$ cat src/rtl/trap_sequencer.sv
// Interrupt front-end: synchronises IRQ lines, latches rising edges as
// pending, and sequences trap entry (redirect to MTVEC) and MRET return
// (redirect to MEPC) around a single non-nesting handler.
module trap_sequencer #(
    parameter int NUM_SRC     = 4,
    parameter int SYNC_STAGES = 2,
    localparam int CW         = (NUM_SRC > 1) ? $clog2(NUM_SRC) : 1
) (
    input  logic               clk_i,
    input  logic               rst_i,
    input  logic [NUM_SRC-1:0] irq_i,
    input  logic               csrMie_i,
    input  logic [31:0]        csrMtvec_i,
    input  logic [31:0]        csrMepc_i,
    input  logic               instrRetire_i,
    input  logic               mret_i,
    output logic               intTaken_o,
    output logic               stall_o,
    output logic               pcSel_o,
    output logic [31:0]        pcRedirect_o,
    output logic               intActive_o,
    output logic [CW-1:0]      intCause_o,
    output logic [NUM_SRC-1:0] pending_o
);

    typedef enum logic [1:0] {
        S_IDLE,
        S_TAKE,
        S_HANDLER,
        S_RETURN
    } state_t;

    state_t             state_q, state_d;
    logic [NUM_SRC-1:0] syncChain_q [SYNC_STAGES];
    logic [NUM_SRC-1:0] prevSync_q;
    logic [NUM_SRC-1:0] pending_q, pending_d;
    logic [CW-1:0]      cause_q, cause_d;
    logic [NUM_SRC-1:0] riseDet;
    logic [NUM_SRC-1:0] takeMask;
    logic [CW-1:0]      takeIdx;
    logic               takeCond;

    // Metastability chain per IRQ bit, followed by one flop of history for edge detection
    always_ff @(posedge clk_i or posedge rst_i) begin
        if (rst_i) begin
            for (int s = 0; s < SYNC_STAGES; s++) begin
                syncChain_q[s] <= '0;
            end
            prevSync_q <= '0;
        end else begin
            syncChain_q[0] <= irq_i;
            for (int s = 1; s < SYNC_STAGES; s++) begin
                syncChain_q[s] <= syncChain_q[s-1];
            end
            prevSync_q <= syncChain_q[SYNC_STAGES-1];
        end
    end

    assign riseDet = syncChain_q[SYNC_STAGES-1] & ~prevSync_q;

    // Priority encode the pending vector: lowest set index wins
    always_comb begin
        takeIdx  = '0;
        takeMask = '0;
        for (int i = NUM_SRC - 1; i >= 0; i--) begin
            if (pending_q[i]) begin
                takeIdx     = CW'(i);
                takeMask    = '0;
                takeMask[i] = 1'b1;
            end
        end
    end

    assign takeCond = (state_q == S_IDLE) && (|pending_q) && csrMie_i && instrRetire_i;

    // Pending bits clear only for the source being taken; a same-edge new rise wins
    always_comb begin
        pending_d = (pending_q & ~(takeCond ? takeMask : '0)) | riseDet;
        cause_d   = takeCond ? takeIdx : cause_q;
    end

    // Pending vector, last-taken cause and FSM state registers
    always_ff @(posedge clk_i or posedge rst_i) begin
        if (rst_i) begin
            state_q   <= S_IDLE;
            pending_q <= '0;
            cause_q   <= '0;
        end else begin
            state_q   <= state_d;
            pending_q <= pending_d;
            cause_q   <= cause_d;
        end
    end

    // Next-state: take, one-cycle redirect, handler until MRET, one-cycle return
    always_comb begin
        state_d = state_q;
        unique case (state_q)
            S_IDLE:    if (takeCond) state_d = S_TAKE;
            S_TAKE:    state_d = S_HANDLER;
            S_HANDLER: if (mret_i) state_d = S_RETURN;
            S_RETURN:  state_d = S_IDLE;
            default:   state_d = S_IDLE;
        endcase
    end

    // Moore output decode; redirect target follows the live CSR values
    always_comb begin
        intTaken_o   = 1'b0;
        stall_o      = 1'b0;
        pcSel_o      = 1'b0;
        pcRedirect_o = 32'h0;
        intActive_o  = 1'b0;
        unique case (state_q)
            S_IDLE: begin
            end
            S_TAKE: begin
                intTaken_o   = 1'b1;
                stall_o      = 1'b1;
                pcSel_o      = 1'b1;
                pcRedirect_o = csrMtvec_i;
            end
            S_HANDLER: begin
                intActive_o = 1'b1;
            end
            S_RETURN: begin
                pcSel_o      = 1'b1;
                pcRedirect_o = csrMepc_i;
                intActive_o  = 1'b1;
            end
            default: begin
            end
        endcase
    end

    assign intCause_o = cause_q;
    assign pending_o  = pending_q;

endmodule

$ cat config.mk
export PLATFORM = sky130hd
export DESIGN_NAME = trap_sequencer
export DESIGN_NICKNAME = d
export VERILOG_FILES = /design/src/rtl/trap_sequencer.sv
export SDC_FILE = /design/constraint.sdc
export NUM_CORES = 1
export LEC_CHECK = 0
export ABC_AREA = 1
export CORE_MARGIN = 1
export CORE_UTILIZATION = 55
export DETAILED_ROUTE_END_ITERATION = 10
export DONT_BUFFER_PORTS = 1
export GPL_TIMING_DRIVEN = 0
export PLACE_DENSITY = 0.73
export SETUP_SLACK_MARGIN = 0.05
export SYNTH_ARGS = -nofsm -noshare
export SYNTH_HDL_FRONTEND = slang
export SYNTH_SLANG_ARGS = --single-unit
export TNS_END_PERCENT = 100
$ cat constraint.sdc
create_clock -name clk_i -period 1.3 [get_ports clk_i]
set_input_delay 0.195 -clock clk_i [delete_from_list [all_inputs] [get_ports clk_i]]
set_output_delay 0.195 -clock clk_i [all_outputs]
set_load 0.005 [all_outputs]
== Word-level counts from Yosys, hierarchy flattened ==
Cells that the tools add are included.
Widths: inputs -> output; s select.
Storage, ports and cells
  memory bits (read-only): 0
  register bits: 20
  latch bits: 0
  memory bits (writable): 0
  input bits: 73
  memories kept: 0
  logic and storage cells: 40
  output and inout port bits: 42
Operators by class
  bitwise operators: 5
  multipliers: 0
  reductions and logical operators: 8
  multiplexer cells: 16
  divide/modulo/power cells: 0
  eq/ne operators: 5
  shift operators: 0
  order comparisons: 0
  add/sub/neg operators: 0
Operator list (count)
  $pmux 32 s2: 1
  $mux 4: 5
  $mux 2: 6
  $and 4x4->4: 2
  $not 4->4: 2
  $pmux 2 s4: 1
  $eq 2x2->1 const B: 2
  $ne 2x2->1 const B: 2
  $or 4x4->4: 1
  $reduce_or 2->1: 2
  $reduce_or 4->1: 1
  $logic_and 1x1->1: 3
  $mux 1: 3
  $eq 2x1->1 const B: 1
  $logic_not 2->1: 1
  $reduce_and 2->1: 1

== Longest topological paths before layout ==
Gate-level depths: netlist of the first run.
  depth in word-level cells: 8
  mapped depth: 9
  depth with buffers taken out: 9

== Least setup slack after synthesis of the first run ==
Ideal clock, no wire load.
  path kind: reg2out
  start point: register state_q[1]
  end point: output pcRedirect_o[2]
  buffers on the path: 2
  arrival time: 1.146 ns
  cell stages (with the launch flop): 6
  path slack: -0.041 ns
  required time: 1.105 ns
  path through: dfrtp_1 > inv_1 > ha_1 > clkbuf_2 > buf_2 > a22o_1
Between the ends
  word-level cells in the longest chain between the ends: 2
  elaborated cells between the ends (all ways): 3
RTL lines
  start, declared: line 33  | state_t state_q, state_d;
  start signal, assigned: line 89  | state_q <= state_d;
  $eq 2x2->1 / $eq 2x1->1 (equally long branches): line 114  | unique case (state_q)
  $pmux 32 s2 (*): line 114
  end, declared: line 20  | output logic [31:0] pcRedirect_o,
Every way passes the cells marked *; elsewhere a longest branch is shown, timed or not.

== Worst setup path in the final report of the first run ==
  start point: register state_q[1]
  end point: output pcRedirect_o[7]
The elaborated chain is that of the path after synthesis.

==> results of run 1 <==
layout make-up:
| class | instances | area [um^2] | share of cell area |
|---|---|---|---|
| Buffer | 9 | 105 | 0.0717 |
| Timing Repair Buffer | 12 | 106 | 0.0725 |
| Clock inverter | 1 | 30.0 | 0.0205 |
| Inverter | 12 | 50.0 | 0.0341 |
| Clock buffer | 3 | 22.5 | 0.0154 |
| Multi-Input combinational cell | 72 | 619 | 0.422 |
| Tap cell | 25 | 31.3 | 0.0213 |
| Sequential cell | 20 | 502 | 0.342 |
worst min path at each step:
stage / slack (ns) / depth (start not counted) / from / end
finish: 0.17 / 3 / mret_i / state_q[1]
floorplan: 0.16 / 1 / rst_i / intCause_o[0]
global route: 0.20 / 3 / mret_i / state_q[1]
global placement: 0.22 / 1 / rst_i / syncChain_q[7]
CTS: 0.16 / 3 / mret_i / state_q[1]
detailed placement: 0.23 / 0 / irq_i[2] / syncChain_q[6]
cell usage in the layout, fill, tap and decap left out, types with 5 or more instances in the layout:
cell type,instances
buf_6,7
nand2_1,12
dfrtp_1,19
inv_1,10
dlygate4sd3_1,5
a22o_1,29
buf_4,7
cells in the mapped netlist, drive strengths merged:
cell type	number	area [um^2]
inv	12	45.0
or2	4	25.0
o21ai	4	20.0
a22o	32	280
nand3	4	20.0
nand2	17	78.8
ha	5	62.6
o22ai	1	6.26
dfrtp	20	500
clkbuf	1	5.00
nor2	5	31.3
buf	8	42.5
power by group through the flow:
stage / combinational, mW / sequential [mW] / clock [mW]
6_report: 2.00 / 0.808 / 0.506
5_1_grt: 2.19 / 0.817 / 0.533
4_1_cts: 1.84 / 0.807 / 0.504
3_5_place_dp: 1.53 / 0.820 / 0
3_3_place_gp: 1.50 / 0.815 / 0
2_1_floorplan: 1.29 / 0.797 / 0
flip-flops by register name, summed over array words and instances (netlist names):
signal / count
prevSync_q: 4
state_q: 2
syncChain_q: 8
pending_o: 4
intCause_o: 2
worst reg2reg max path: stages (launching register included):
cell and delay [ns]:
dfrtp_1 0.44, buf_4 0.15, buf_4 0.13, ha_4 0.15, or2_2 0.30, nand3_1 0.12, nand2_1 0.07
layer usage:
layer / part of all wire / routed length [um] / GRT usage
met4: 0.0045 / 14 / 0.0343
met3: 0.12 / 384 / 0.135
met5: 0 / 0 / 0
met2: 0.52 / 1620 / 0.472
met1: 0.35 / 1070 / 0.302
cell families after synthesis:
logic type | after synthesis
compound gates | 37
fa+ha+maj | 5
buf+inv | 21
flops | 20
simple gates | 30
what timing repair did:
action | CTS | global route
resized for setup | 18 | 6
endpoints found under the setup margin | 42 | 43
hold buffers | 5 | 0
hold endpoints to repair | 24 | 0
setup buffers | 6 | 1
pin swaps | 6 | 11
through the flow:
stage	setup slack, ns	instance area [um^2]	util
6_report	-0.378	1470	0.805
2_1_floorplan	0.0249	1180	-
3_3_place_gp	-0.0934	1210	0.664
4_1_cts	-0.378	1440	0.788
3_5_place_dp	-0.107	1210	0.664
5_1_grt	-0.421	1470	0.805
==> results by group, run 1 <==
Synth
  – Largest family of logic cells by synthesized area: compound AO/OA/AOI/OAI gates
  – Synth warn: 0
  – Syn_nets: 191
  – Syn Inst Count: 113
  – Yosys reg bits: 20
  – Post-Synth Simple-Gate Area: 0.139
  – Adder-cell area share of the yosys netlist: 0.0560
  – Synth cell types: 18
  – Synth Area per Inst: 9.89 um^2
  – Multiplexer area fraction after synthesis: 0
  – Xor/xnor share of the synthesized area: 0
  – Seq/Total Area, Yosys: 0.448
  – Post-synthesis compound-gate area fraction: 0.274
  – Mapped Area: 1120 um^2

CTS
  – CTS Buf Count: 3
  – Skew-Pair Late Insertion Delay: 0.31 ns
  – Clock Pin Slew Worst Setup and Hold Paths: 0.12 ns
  – CTS root buffer: clkbuf_4
  – CTS H-tree lvls: 1
  – Clock sink total: 20
  – CTS tree: built
  – Max Root-Sink Buffers: 2

Layout
  – Area growth syn-to-layout: 31.2%
  – Fillers: ~120
  – Nets: 208
  – Layout cells sized above 1: 0.341
  – # diodes: 0
  – Final cell count without fillers: between 150 and 200

GRT
  – Largest net degree at the start of global routing: 21
  – All-Layer GR Usage: 0.269
  – Number of global-route vias before repair: 872
  – Initial antenna violation count: 0
  – Grt total ovfl: 0
  – First-pass GRT wire length: 3950 um

Place
  – Gpl congestion: 0.799
  – Dpl cells: around 140
  – Dpl hpwl: 2190 um
  – PortBufs: 0

Critical path
  – Most used cell, CP: buf_8
  – Setup crit end: pcRedirect_o[7]
  – FF-to-FF Start: state_q[1]
  – CP Depth: 5
  – FF-to-FF End: state_q[0]
  – Crit Path Class: reg2out
  – Bufs and invs on worst path: 3
  – WP data arrival: 1.48 ns
  – CP max-delay cell: dfrtp_1
  – Critical path's top delay family: flip-flops
  – CP required: between 1 and 1.5 ns
  – CP max stage delay: 0.43 ns
  – FF-to-FF setup slack: -0.16 ns
  – Crit start category: flop
  – R2r worst-path depth: 6
  – Worst setup EP type: output port
  – Crit-path max FO: 10
  – Crit path cell chain: inv_2 -> ha_4 -> buf_8 -> buf_8 -> a22o_4
  – CP startpoint: state_q[1]

Timing
  – Final worst-path cycle share: 1.29
  – Count of final setup violators: 42
  – Slew margin rel.: 0.510
  – Clock Skews: roughly 0.014 ns
  – Final min period: 1.68 ns
  – Fmax: a little under 0.6 GHz
  – Minimum setup slack in the final design: -0.378 ns
  – Final Max Slew Viols: 0
  – Final Hold Viols: 0
  – Final hold slack: between 0.15 and 0.2 ns
  – Worst-margin pin slew: around 0.73 ns
  – Setup TNS: -12.29 ns
  – RSZ-0062 raised after global routing: yes

Pwr
  – Power Dens Cells: 2260 nW/um^2
  – Seq pwr share: 0.244
  – Clk pwr share: 0.153
  – VDD IR max: 1.57 mV
  – Power Total: around 3.3 mW
  – Switching share of total power: 0.386
  – LEAKAGE: 0.708 nW
  – Internal power: 2.04 mW
  – Gate power share: 0.604
  – P_sw: 1.28 mW

Die
  – # IOs: 115
  – Core area: approximately 1800 um^2
  – Initial core utilization: 0.614
  – Die area: 2220 um^2
  – Die W: roughly 47 um
  – Die H: 47.1 um
  – Num rows: 15

Detailed routing
  – Wirelength per Cell: 20.1 um
  – Router iterations before antenna repair: 5
  – Remaining antenna violation count: 0
  – Vias per inst: roughly 6.1
  – Drt total wl: 3090 um
  – Via count of the routed design: 944
  – Residual DRC: 0
  – DR iter-0 viols: 16

Flow run
  – # Max-Cap Violations: 0

Outcome
  – Failing checks: negative setup slack
  – Status: finished, violations left

Worst hold path
  – HP Class: in2reg
No activity file was read; power rests on OpenSTA's default activity.
==> inputs of run 2 (changes only) <==
--- a/config.mk
+++ b/config.mk
@@ -7,11 +7,10 @@
 export LEC_CHECK = 0
 export ABC_AREA = 1
 export CORE_MARGIN = 1
-export CORE_UTILIZATION = 55
+export CORE_UTILIZATION = 40
 export DETAILED_ROUTE_END_ITERATION = 10
 export DONT_BUFFER_PORTS = 1
 export GPL_TIMING_DRIVEN = 0
-export PLACE_DENSITY = 0.73
 export SETUP_SLACK_MARGIN = 0.05
 export SYNTH_ARGS = -nofsm -noshare
 export SYNTH_HDL_FRONTEND = slang
==> run 2 against run 1 <==
Net effect:
- the run still ends with negative setup slack left
- die area rose by 36%
- fmax increased by 2.6%
- routed wire length decreased by 11%
- combinational power decreased by 3%
- count of clock-buffer cells in the layout stayed put
- hold slack got worse by 0.022 ns
- final cell count is 2.6% higher
- sequential power is 2% higher
- first-iteration DRC count fell by 44%
- power fell by 2.3%
- critical path type unchanged
- critical endpoint is now pcRedirect_o[21]
- largest cell class unchanged
==> results by group, run 2 (same netlist as run 1, synthesis figures left out) <==
Critical path
  – FF-to-FF End: state_q[1]
  – Crit-path max FO: 10 (unchanged)
  – WP data arrival: 1.44 ns (-0.04 ns)
  – Worst setup EP type: output port
  – Crit start category: flop
  – Setup crit end: pcRedirect_o[21]
  – CP startpoint: state_q[1]
  – FF-to-FF Start: state_q[0]
  – Crit Path Class: reg2out
  – R2r worst-path depth: 10 (+4)
  – CP required: 1.11 ns (about the same)
  – FF-to-FF setup slack: -0.15 ns (about the same)

Pwr
  – Clk pwr share: 0.151 (-0.002)
  – LEAKAGE: 0.694 nW (-2.0%)
  – Switching share of total power: 0.367 (-0.0191)
  – Seq pwr share: 0.254 (+0.010)
  – Internal power: 2.05 mW (+0.77%)
  – Power Dens Cells: 2200 nW/um^2 (-2.7%)
  – VDD IR max: 1.27 mV (-19%)
  – Gate power share: 0.595 (-0.009)
  – P_sw: 1.19 mW (-7.1%)

Place
  – Dpl cells: 143 (+3.6%)
  – Gpl congestion: 0.776 (-2.8%)
  – PortBufs: 0 (unchanged)
  – Dpl hpwl: 2220 um (+1.1%)

Timing
  – Worst-margin pin slew: 0.698 ns (-0.0365 ns)
  – Minimum setup slack in the final design: -0.336 ns (+0.0424 ns)
  – Clock Skews: 0.00270 ns (-0.0108 ns)
  – Final Hold Viols: 0 (unchanged)
  – RSZ-0062 raised after global routing: yes
  – Final worst-path cycle share: 1.26 (-0.0326)
  – Final Max Slew Viols: 0 (unchanged)
  – Slew margin rel.: 0.534 (+0.0243)
  – Count of final setup violators: 41 (-2.4%)
  – Fmax: 0.611 GHz (+2.6%)
  – Final min period: 1.64 ns (-0.0424 ns)

Detailed routing
  – Vias per inst: 5.93 (-3.3%)
  – DR iter-0 viols: 9 (-7)
  – Router iterations before antenna repair: 3 (-2)
  – Wirelength per Cell: 17.5 um (-13%)
  – Residual DRC: 0 (unchanged)
  – Via count of the routed design: 937 (-0.74%)
  – Drt total wl: 2760 um (-11%)
  – Remaining antenna violation count: 0 (unchanged)

CTS
  – Max Root-Sink Buffers: 2 (unchanged)
  – CTS H-tree lvls: 1 (unchanged)
  – CTS root buffer: clkbuf_4
  – Skew-Pair Late Insertion Delay: 0.29 ns (-0.02 ns)
  – CTS tree: built
  – Clock Pin Slew Worst Setup and Hold Paths: 0.11 ns (about the same)
  – CTS Buf Count: 3 (unchanged)
  – Clock sink total: 20 (unchanged)

GRT
  – First-pass GRT wire length: 3380 um (-14%)
  – Grt total ovfl: 0 (unchanged)
  – Number of global-route vias before repair: 781 (-10%)
  – All-Layer GR Usage: 0.161 (-0.108)
  – Initial antenna violation count: 0 (unchanged)
  – Largest net degree at the start of global routing: 21 (unchanged)

Die
  – Core area: 2570 um^2 (+41%)
  – Die H: 54.9 um (+17%)
  – Die area: 3010 um^2 (+36%)
  – # IOs: 115 (unchanged)
  – Die W: 54.9 um (+17%)
  – Initial core utilization: 0.435 (-0.179)
  – Num rows: 18 (+3)

Layout
  – # diodes: 0 (unchanged)
  – Nets: 207 (-0.48%)
  – Commonest non-fill, non-tap cell in the layout: a22o_1
  – Largest register FFs: 8 (unchanged)
  – Layout cells sized above 1: 0.328 (-0.0130)
  – Fillers: 216 (+88%)
  – Area growth syn-to-layout: 31.8%
  – Post-layout util: 0.574 (-0.232)
  – Most frequent cells in the layout: a22o_1 (31), dfrtp_1 (18), nand2_1 (12)
  – Final cell count without fillers: 158 (+2.6%)
  – Largest Register: syncChain_q

Flow run
  – # Max-Cap Violations: 0 (unchanged)

Outcome
  – Failing checks: negative setup slack
  – Status: finished, violations left

Worst hold path
  – HP Class: in2reg
## run 2: cell count changes in the layout (fill, tap and decap cells not counted), sizes merged
cell    previous run  this run
clkbuf             3         4
buf               16        14
## run 2: timing repair
action                                  4_1_cts  5_1_grt
pin swaps                                    14       14
buffers inserted                              3        2
gates cloned                                  1        1
endpoints found under the hold margin        24        0
hold buffers                                  5        0
gates resized for setup                      10       14
endpoints found under the setup margin       42       43
## run 2: worst min path at each step
stage	start	end	slack, ns	cells after the start
2_1_floorplan	rst_i	intCause_o[0]	0.16	1
3_5_place_dp	irq_i[3]	syncChain_q[7]	0.23	0
5_1_grt	csrMie_i	intCause_o[1]	0.16	4
4_1_cts	csrMie_i	intCause_o[1]	0.14	4
6_report	csrMie_i	intCause_o[1]	0.14	4
3_3_place_gp	rst_i	syncChain_q[7]	0.23	1
## run 2: cell type report
type	count	area (um^2)	area share
Inverter	12	47.5	0.0323
Multi-Input combinational cell	72	607	0.412
Buffer	8	97.6	0.0663
Tap cell	30	37.5	0.0255
Sequential cell	20	503	0.342
Clock inverter	1	30.0	0.0204
Clock buffer	3	22.5	0.0153
Timing Repair Buffer	12	128	0.0867
## run 2: per-stage QoR
stage | setup WS, ns | TNS [ns] | hold slack (ns) | power, mW | instance area [um^2]
after CTS | -0.375 | -12.55 | 0.144 | 3.00 | 1380
after floorplan | 0.0249 | 0 | 0.159 | 2.08 | 1180
after global routing | -0.389 | -13.52 | 0.164 | 3.52 | 1470
after global placement | -0.104 | -1.85 | 0.226 | 2.31 | 1210
after detailed placement | -0.129 | -2.83 | 0.226 | 2.34 | 1210
final | -0.336 | -10.78 | 0.145 | 3.24 | 1470
## run 2: power groups by stage
| stage | Clock (mW) | Combinational (mW) | Sequential, mW |
|---|---|---|---|
| 2_1_floorplan | 0 | 1.29 | 0.797 |
| 3_3_place_gp | 0 | 1.49 | 0.817 |
| 3_5_place_dp | 0 | 1.51 | 0.824 |
| 4_1_cts | 0.503 | 1.68 | 0.812 |
| 5_1_grt | 0.524 | 2.16 | 0.834 |
| 6_report | 0.490 | 1.93 | 0.823 |
## run 2: worst max-delay path: stages, from the launching register on
cell and delay [ns]:
dfrtp_2 0.43, inv_2 0.06, ha_4 0.17, buf_8 0.13
buf_6 0.13, a22o_1 0.22
## run 2: layer usage
metal	vias up	GRT usage	wire, um
met3	0	0.0778	268
met4	0	0.0214	0
met1	463	0.196	1080
met5	-	0	0
li1	424	-	-
met2	50	0.261	1410
